### src/rtl/fifo_rd_stream.sv
// Drains a registered-read FIFO into a valid/ready stream through a 2-entry skid buffer.
// Optional statistics outputs (words_out, empty_polls) are enabled by defining FIFO_RD_STREAM_STATS_EN.
module fifo_rd_stream #(
    parameter int unsigned DATA_WIDTH     = 8,
    parameter int unsigned BACKOFF_CYCLES = 4
) (
    input  logic                  clk,
    input  logic                  reset,
    input  logic                  enable,
    output logic                  fifo_rd_en,
    input  logic [DATA_WIDTH-1:0] fifo_rd_data,
    input  logic                  fifo_rd_val,
    output logic [DATA_WIDTH-1:0] out_data,
    output logic                  out_valid,
    input  logic                  out_ready
`ifdef FIFO_RD_STREAM_STATS_EN
    ,
    output logic [31:0]           words_out,
    output logic [15:0]           empty_polls
`endif
);

    typedef enum logic [1:0] {
        IDLE    = 2'd0,
        POLL    = 2'd1,
        BACKOFF = 2'd2
    } state_t;

    localparam logic [7:0] BO_LAST = 8'(BACKOFF_CYCLES - 1);

    state_t                  state, state_n;
    logic                    resp_q;
    logic                    seen_q, seen_n;
    logic [1:0]              count, count_n, count_after_pop;
    logic [DATA_WIDTH-1:0]   buf0, buf1, buf0_n, buf1_n;
    logic [7:0]              bo_cnt, bo_cnt_n;
    logic                    rd_en_n;
    logic                    push, pop, empty_resp;
    logic [2:0]              credit;

    assign out_valid = (count != 2'd0);
    assign out_data  = buf0;

    // Skid buffer: head is buf0; a pop shifts buf1 down before the push lands
    always_comb begin
        push            = resp_q & fifo_rd_val;
        empty_resp      = resp_q & ~fifo_rd_val;
        pop             = out_valid & out_ready;
        count_after_pop = count - {1'b0, pop};
        count_n         = count_after_pop + {1'b0, push};
        buf0_n          = buf0;
        buf1_n          = buf1;
        if (pop) begin
            buf0_n = buf1;
        end
        if (push) begin
            if (count_after_pop == 2'd0) begin
                buf0_n = fifo_rd_data;
            end else begin
                buf1_n = fifo_rd_data;
            end
        end
    end

    always_comb begin
        state_n  = state;
        bo_cnt_n = bo_cnt;
        case (state)
            IDLE: begin
                if (enable) begin
                    state_n = POLL;
                end
            end
            POLL: begin
                if (empty_resp) begin
                    state_n  = BACKOFF;
                    bo_cnt_n = '0;
                end else if (!enable) begin
                    state_n = IDLE;
                end
            end
            BACKOFF: begin
                if (bo_cnt == BO_LAST) begin
                    state_n  = enable ? POLL : IDLE;
                    bo_cnt_n = '0;
                end else begin
                    bo_cnt_n = bo_cnt + 8'd1;
                end
            end
            default: begin
                state_n  = IDLE;
                bo_cnt_n = '0;
            end
        endcase

        // A second read may overlap the first only once this poll has returned data,
        // so an empty FIFO is probed with single reads.
        seen_n  = (state_n == POLL) && (seen_q || push);
        credit  = {1'b0, count_n} + {2'b00, fifo_rd_en};
        rd_en_n = (state_n == POLL) && (credit <= 3'd1) && (!fifo_rd_en || seen_n);
    end

    always_ff @(posedge clk) begin
        if (!reset) begin
            state      <= IDLE;
            fifo_rd_en <= 1'b0;
            resp_q     <= 1'b0;
            seen_q     <= 1'b0;
            count      <= '0;
            buf0       <= '0;
            buf1       <= '0;
            bo_cnt     <= '0;
        end else begin
            state      <= state_n;
            fifo_rd_en <= rd_en_n;
            resp_q     <= fifo_rd_en;
            seen_q     <= seen_n;
            count      <= count_n;
            buf0       <= buf0_n;
            buf1       <= buf1_n;
            bo_cnt     <= bo_cnt_n;
        end
    end

`ifdef FIFO_RD_STREAM_STATS_EN
    always_ff @(posedge clk) begin
        if (!reset) begin
            words_out   <= '0;
            empty_polls <= '0;
        end else begin
            if (pop && (words_out != '1)) begin
                words_out <= words_out + 32'd1;
            end
            if (empty_resp && (empty_polls != '1)) begin
                empty_polls <= empty_polls + 16'd1;
            end
        end
    end
`endif

endmodule

### config.mk
export PLATFORM = sky130hd
export DESIGN_NAME = fifo_rd_stream
export DESIGN_NICKNAME = d
export VERILOG_FILES = /design/src/rtl/fifo_rd_stream.sv
export SDC_FILE = /design/constraint.sdc
export NUM_CORES = 1
export LEC_CHECK = 0
export ABC_CLOCK_PERIOD_IN_PS = 2100
export CAP_MARGIN = 10
export CORE_ASPECT_RATIO = 1.1
export CORE_MARGIN = 4
export CORE_UTILIZATION = 45
export DETAILED_ROUTE_END_ITERATION = 8
export HOLD_SLACK_MARGIN = 0.06
export PLACE_DENSITY = 0.77
export SYNTH_ARGS = -nofsm -noshare
export SYNTH_HDL_FRONTEND = slang
export SYNTH_SLANG_ARGS = --single-unit
export TNS_END_PERCENT = 30
### constraint.sdc
create_clock -name clk -period 2.1 [get_ports clk]
set_clock_uncertainty 0.15 [all_clocks]
set_input_delay 0.21 -clock clk [delete_from_list [all_inputs] [get_ports clk]]
set_output_delay 0.21 -clock clk [all_outputs]
set_load 0.05 [all_outputs]
After elaboration in Yosys (flattened, before gate mapping)
Cells that the tools add are included.
{ "classes": {"eq_ne": 5, "n_lt_le_gt_ge": 1, "n_bitwise": 6, "mux": 12, "reduce_logical": 11, "add_sub_neg": 4} }
{ "op_table": {"columns": ["operator", "count"], "rows": [
  ["8-bit 2-to-1 mux", 5],
  ["8-bit case mux with 3 select lines", 1],
  ["8-bit by 1-bit adder with 8-bit output (second input constant)", 1],
  ["8-bit by 2-bit == test with 1-bit output (second input constant)", 1],
  ["2-bit 2-to-1 mux", 4],
  ["2-bit case mux with 3 select lines", 1],
  ["2-bit by 1-bit == test with 1-bit output (second input constant)", 2],
  ["2-bit logical NOT", 2],
  ["2-bit AND reduction", 2],
  ["2-bit by 1-bit adder with 3-bit output", 1],
  ["1-bit bitwise AND", 3],
  ["3-bit by 1-bit less-or-equal comparator with 1-bit output (second input constant)", 1],
  ["1-bit logical AND", 3],
  ["1-bit inverter", 3],
  ["2-bit by 1-bit adder with 2-bit output", 1],
  ["2-bit == test (second input constant)", 1],
  ["1-bit logical OR", 2],
  ["2-bit != test (second input constant)", 1],
  ["2-bit nonzero test", 1],
  ["2-bit by 1-bit subtractor with 2-bit output", 1],
  ["1-bit logical NOT", 1],
  ["1-bit 2-to-1 mux", 1]
]} }
{ "totals": {"reg_bits": 31, "word_cells": 47, "input_bits": 13, "out_inout_bits": 10} }

Longest topological paths before layout
Gate-level depths: netlist (run 1).
{ "logic_depth": {"word_depth": 8, "ltp_mapped": 9, "mapped_depth_nobuf": 9} }

Worst setup path before layout (run 1)
OpenSTA, ideal clock, no wires.
{ "synth_timing": {"path_type": "flip-flop to flip-flop", "startpoint": "register count[0]", "endpoint": "register fifo_rd_en", "path_stages_with_launch": 10, "period_less_slack_ns": 2.121, "t_required_ns": 1.835, "t_arrival_ns": 1.857, "setup_time_ns": 0.115, "n_path_buf": 0, "path_slack_ns": -0.021, "cell_sequence": "dfxtp_1 > nor2b_1 > a21oi_1 > xnor2_1 > ha_1 > inv_1 > ha_1 > nor3b_1 > a21oi_1 > a2111oi_0"} }
{ "synth_via": {"elab_chain_cells": 8} }
{ "synth_rtl": {"columns": ["item", "line", "rtl"], "rows": [
  ["from (decl)", "34", "logic [1:0] count, count_n, count_after_pop;"],
  ["from (signal assigned)", "118", "count <= count_n;"],
  ["2-bit nonzero test", "41", "assign out_valid = (count != 2'd0);"],
  ["1-bit bitwise AND", "48", "pop = out_valid & out_ready;"],
  ["2-bit by 1-bit subtractor with 2-bit output (*)", "49", "count_after_pop = count - {1'b0, pop};"],
  ["2-bit by 1-bit adder with 2-bit output (*)", "50", "count_n = count_after_pop + {1'b0, push};"],
  ["named net count_n[0]", "34", null],
  ["2-bit by 1-bit adder with 3-bit output (*)", "99", "credit = {1'b0, count_n} + {2'b00, fifo_rd_en};"],
  ["3-bit by 1-bit less-or-equal comparator with 1-bit output (*)", "100", "rd_en_n = (state_n == POLL) && (credit <= 3'd1) && (!fifo_rd_en || seen_n);"],
  ["1-bit logical AND (*) (2 in a row)", "100", null],
  ["to (signal assigned)", "115", "fifo_rd_en <= rd_en_n;"],
  ["to (decl)", "10", "output logic fifo_rd_en,"]
]} }
Mark *: on every way through the listed nets, which the timed path passes. The rest lies on a longest branch.
A chain may end at the register's enable or synchronous reset.

Final worst setup path (run 1)
{ "layout_timing": {"startpoint": "input fifo_rd_val", "endpoint": "register fifo_rd_en"} }
{ "layout_via": {"elab_cells_between_ends": 14, "cone_classes": "2 x add/sub; 1 x order compare; 1 x eq/ne; 2 x mux; 3 x bitwise; 5 x reduce/logical"} }
{ "layout_lines": {"columns": ["item", "line", "rtl"], "rows": [
  ["from (decl)", "12", "input logic fifo_rd_val,"],
  ["1-bit bitwise AND", "46", "push = resp_q & fifo_rd_val;"],
  ["2-bit by 1-bit adder with 2-bit output", "50", null],
  ["named net count_n[1]", "34", null],
  ["2-bit by 1-bit adder with 3-bit output", "99", null],
  ["3-bit by 1-bit less-or-equal comparator with 1-bit output", "100", null],
  ["1-bit logical AND (2 in a row)", "100", null]
]} }
The timed path passes the listed nets, and every way through them passes these cells.

==> results of run 1 <==
worst min path at each step:
| stage | end | slack (ns) | startpoint |
|---|---|---|---|
| after global placement | buf1[1]$_SDFFE_PN0P_ | 0.32 | buf1[1]$_SDFFE_PN0P_ |
| after floorplan | seen_q$_SDFF_PN0_ | 0.18 | enable |
| after global routing | seen_q$_SDFF_PN0_ | 0.33 | enable |
| after detailed placement | buf1[5]$_SDFFE_PN0P_ | 0.34 | buf1[5]$_SDFFE_PN0P_ |
| final | seen_q$_SDFF_PN0_ | 0.34 | enable |
| after CTS | seen_q$_SDFF_PN0_ | 0.32 | enable |
per-layer routing:
layer / vias to the layer above / GRT usage (%)
met5: - / 0
met4: 0 / 7.43
met3: 8 / 5.36
met2: 26 / 25.5
met1: 587 / 16.9
li1: 641 / -
flip-flops by register name, summed over array words and instances, names as in the netlist:
signal,flops
fifo_rd_en,1
buf1,8
count,2
seen_q,1
resp_q,1
out_data,8
state,2
bo_cnt,8
area by class of cell:
type,count,area [um^2]
multi-input combinational,119,882
tap,34,42.5
fill,278,1190
timing repair buffer,35,315
sequential,31,622
clock inverter,2,35.0
clock buffer,6,51.3
inverter,4,15.0
per-stage QoR:
stage | setup WS (ns) | hold slack [ns] | area (um^2) | std cells | TNS, ns
2_1_floorplan | 0.0128 | 0.181 | 1530 | 160 | 0
3_3_place_gp | -0.340 | 0.324 | 1840 | 223 | -0.340
3_5_place_dp | -0.471 | 0.341 | 1840 | 223 | -0.477
4_1_cts | 0.0131 | 0.317 | 1960 | 231 | 0
5_1_grt | -0.0121 | 0.328 | 1960 | 231 | -0.0121
6_report | 0.123 | 0.339 | 1960 | 231 | 0
synth_stat cells (all sizes together) (2+ instances only):
master  instances  area share [%]
nand4           3             1.2
mux2i          19              12
a22o            2             1.1
and3            3             1.2
and2            4             1.6
nor3            3             1.3
nand2           6             1.6
a21oi          11             3.6
nand2b          2            0.82
nor2           26             6.4
buf             4             2.7
o21ai           5             1.9
ha              5             4.1
a211oi         10             7.9
dfxtp          31              41
nor2b           3             1.2
xnor2           2             1.1
inv             4            0.98
nand3           4             1.3
clkbuf          2            0.49
cells by family after synthesis:
kind of cell	share of synthesized area (%)
AOI/OAI and AO/OA	16.1
xor gates and xnor gates	1.15
adders and majority gates	4.10
buffers and inverters	4.18
DFF	40.6
muxes	12.4
and+or+nand+nor	21.5
worst min-delay path, stage by stage:
cell and delay, ns:
clkdlybuf4s50_1 0.43, nand2_1 0.08, a211oi_1 0.04
power by group through the flow:
stage	logic, mW	clock network, mW	registers, mW
after global placement	0.126	0	0.618
after detailed placement	0.129	0	0.618
after CTS	0.130	0.502	0.605
final	0.133	0.484	0.606
after global routing	0.143	0.536	0.607
after floorplan	0.0509	0	0.642
layout by cell type, fill, tap and decap left out, types with 4 or more instances in the layout:
master and count:
a211oi_2 9, a21oi_1 11, and2_1 4, buf_4 13, clkbuf_4 5, clkdlybuf4s50_1 20, dfxtp_1 30, mux2i_1 19
nand2_1 5, nand3_1 4, nor2_1 26, o21ai_0 4
timing repair:
item                                    CTS  global route
pin swaps                                 4             4
hold endpoints to repair                  0             0
resized for setup                         8             3
gates cloned                              0             0
endpoints found under the setup margin    2             1
==> impl_metrics.json, run 1 <==
{
  "status": "finished clean",
  "dr.pass1.iters": 4,
  "syn-cell-area_mm2": 0.00153,
  "ys_async_sr_fraction_pct": 0,
  "remaining_drc_errors": 0,
  "fmax_mhz": 506,
  "cp.arrival_ns": 2.05,
  "worst_setup_path_end_kind": "flop",
  "final_util_pct": 62.3,
  "hold_viol_final": 0,
  "synth_cell_types": 37,
  "r2r-end": "fifo_rd_en$_SDFF_PN0_",
  "worstSkewPairLatency_ns": 0.33,
  "critPathMaxStageDelay_ns": 0.43,
  "wl_per_cell_um": 12.9,
  "pin_count": 23,
  "pwr-share-seq_pct": 49.6,
  "peakVddDrop_uv": 583,
  "critical_path.endpoint": "fifo_rd_en$_SDFF_PN0_",
  "top_layer_used": "met4",
  "reg2reg_slack_ns": 0.14,
  "initial_core_util_pct": 48.5,
  "htree_levels": 2,
  "vias": 1262,
  "max-slew-margin-rel_pct": 59.4,
  "cap_violations": 0,
  "cts_hold_buf": 0,
  "grt_pass1_vias": 1280,
  "dp_hpwl_mm": 2.20,
  "r2r-start": "count[0]$_SDFF_PN0_",
  "crit_required_ns": 2.17,
  "power.total_mw": 1.22,
  "cp-start-kind": "input port",
  "cts-root-buf": "clkbuf_4",
  "crit_chain": "clkdlybuf4s50_1, and2_1, and3_1, nor3_2, inv_1, ha_4, nor3b_2, a21oi_1, a2111oi_2",
  "antenna_found_initial": 0,
  "fin_nets": 214,
  "core_area_mm2": 0.00315,
  "ys_warn_count": 0,
  "crit_start": "fifo_rd_val",
  "drive_above_1_share_pct": 21.8,
  "cts_setup_buffers": 0,
  "diodes": 0,
  "synth_edf_count": 0,
  "ys_seq_area_share_pct": 40.6,
  "ys_ff_latch": 31,
  "synth_ff_type": "dfxtp_1",
  "setup_viol": 0,
  "crit_buf_inv": 2,
  "whs_path_depth": 3,
  "p_leak_nw": 0.860,
  "wl_met2_mm": 1.47,
  "hold_class": "in -> reg",
  "tightest_slew_ns": 0.609,
  "fin_crit_ns": 1.98,
  "grt_overflow": 0,
  "switchingPower_mw": 0.281,
  "viasPerCell": 5.46,
  "num_rows": 21,
  "cts_buffer_depth": 2,
  "syn_inst": 160,
  "die_area_mm2": 0.00439,
  "r2r_cells": 9,
  "numCtsBuffers": 5,
  "m1WireLength_mm": 1.31,
  "power_density_mw_per_mm2": 622,
  "clk_pin_slew_ns": 0.09,
  "grt_pass1_wl_mm": 5.38,
  "clock_sinks": 31,
  "gp_congestion": 0.819,
  "critPathMaxFanout": 4,
  "cp_num_cells": 9,
  "final_antenna_net_count": 0,
  "finalCritPeriodShare_pct": 94.1,
  "grt_max_degree": 19,
  "setup.worst_path.class": "in -> reg",
  "maxSlewViolCount": 0,
  "gr-usage-all-layers_pct": 15.2,
  "pwr-share-clk_pct": 39.6,
  "crit_slowest_cell": "clkdlybuf4s50_1",
  "fp.dieH_um": 69.1,
  "synthToLayoutAreaGrowth_pct": 28.5,
  "p_comb_share_pct": 10.9,
  "drt-total-wl_mm": 2.99,
  "p_int_mw": 0.941,
  "drtIter0Drc": 44,
  "dieWidth_um": 63.6,
  "avgSynthCellArea_um2": 9.55,
  "port_buffers": 22,
  "tritoncts": "built",
  "route.met3.wl_um": 135,
  "syn-num-nets": 178,
  "swShare_pct": 23.0,
  "crit_family": "simple AND/OR/NAND/NOR gates"
}
No activity file was read; power rests on OpenSTA's default activity.
==> run 2: changes to the inputs <==
- CAP_MARGIN: 10 -> not set
==> results of run 2 <==
Final layout, timing and power as in run 1 (identical DEF).
==> run 3: changes to the inputs <==
- GPL_ROUTABILITY_DRIVEN: not set -> 0
==> results of run 3 <==
Final layout, timing and power as in run 1 (identical DEF).
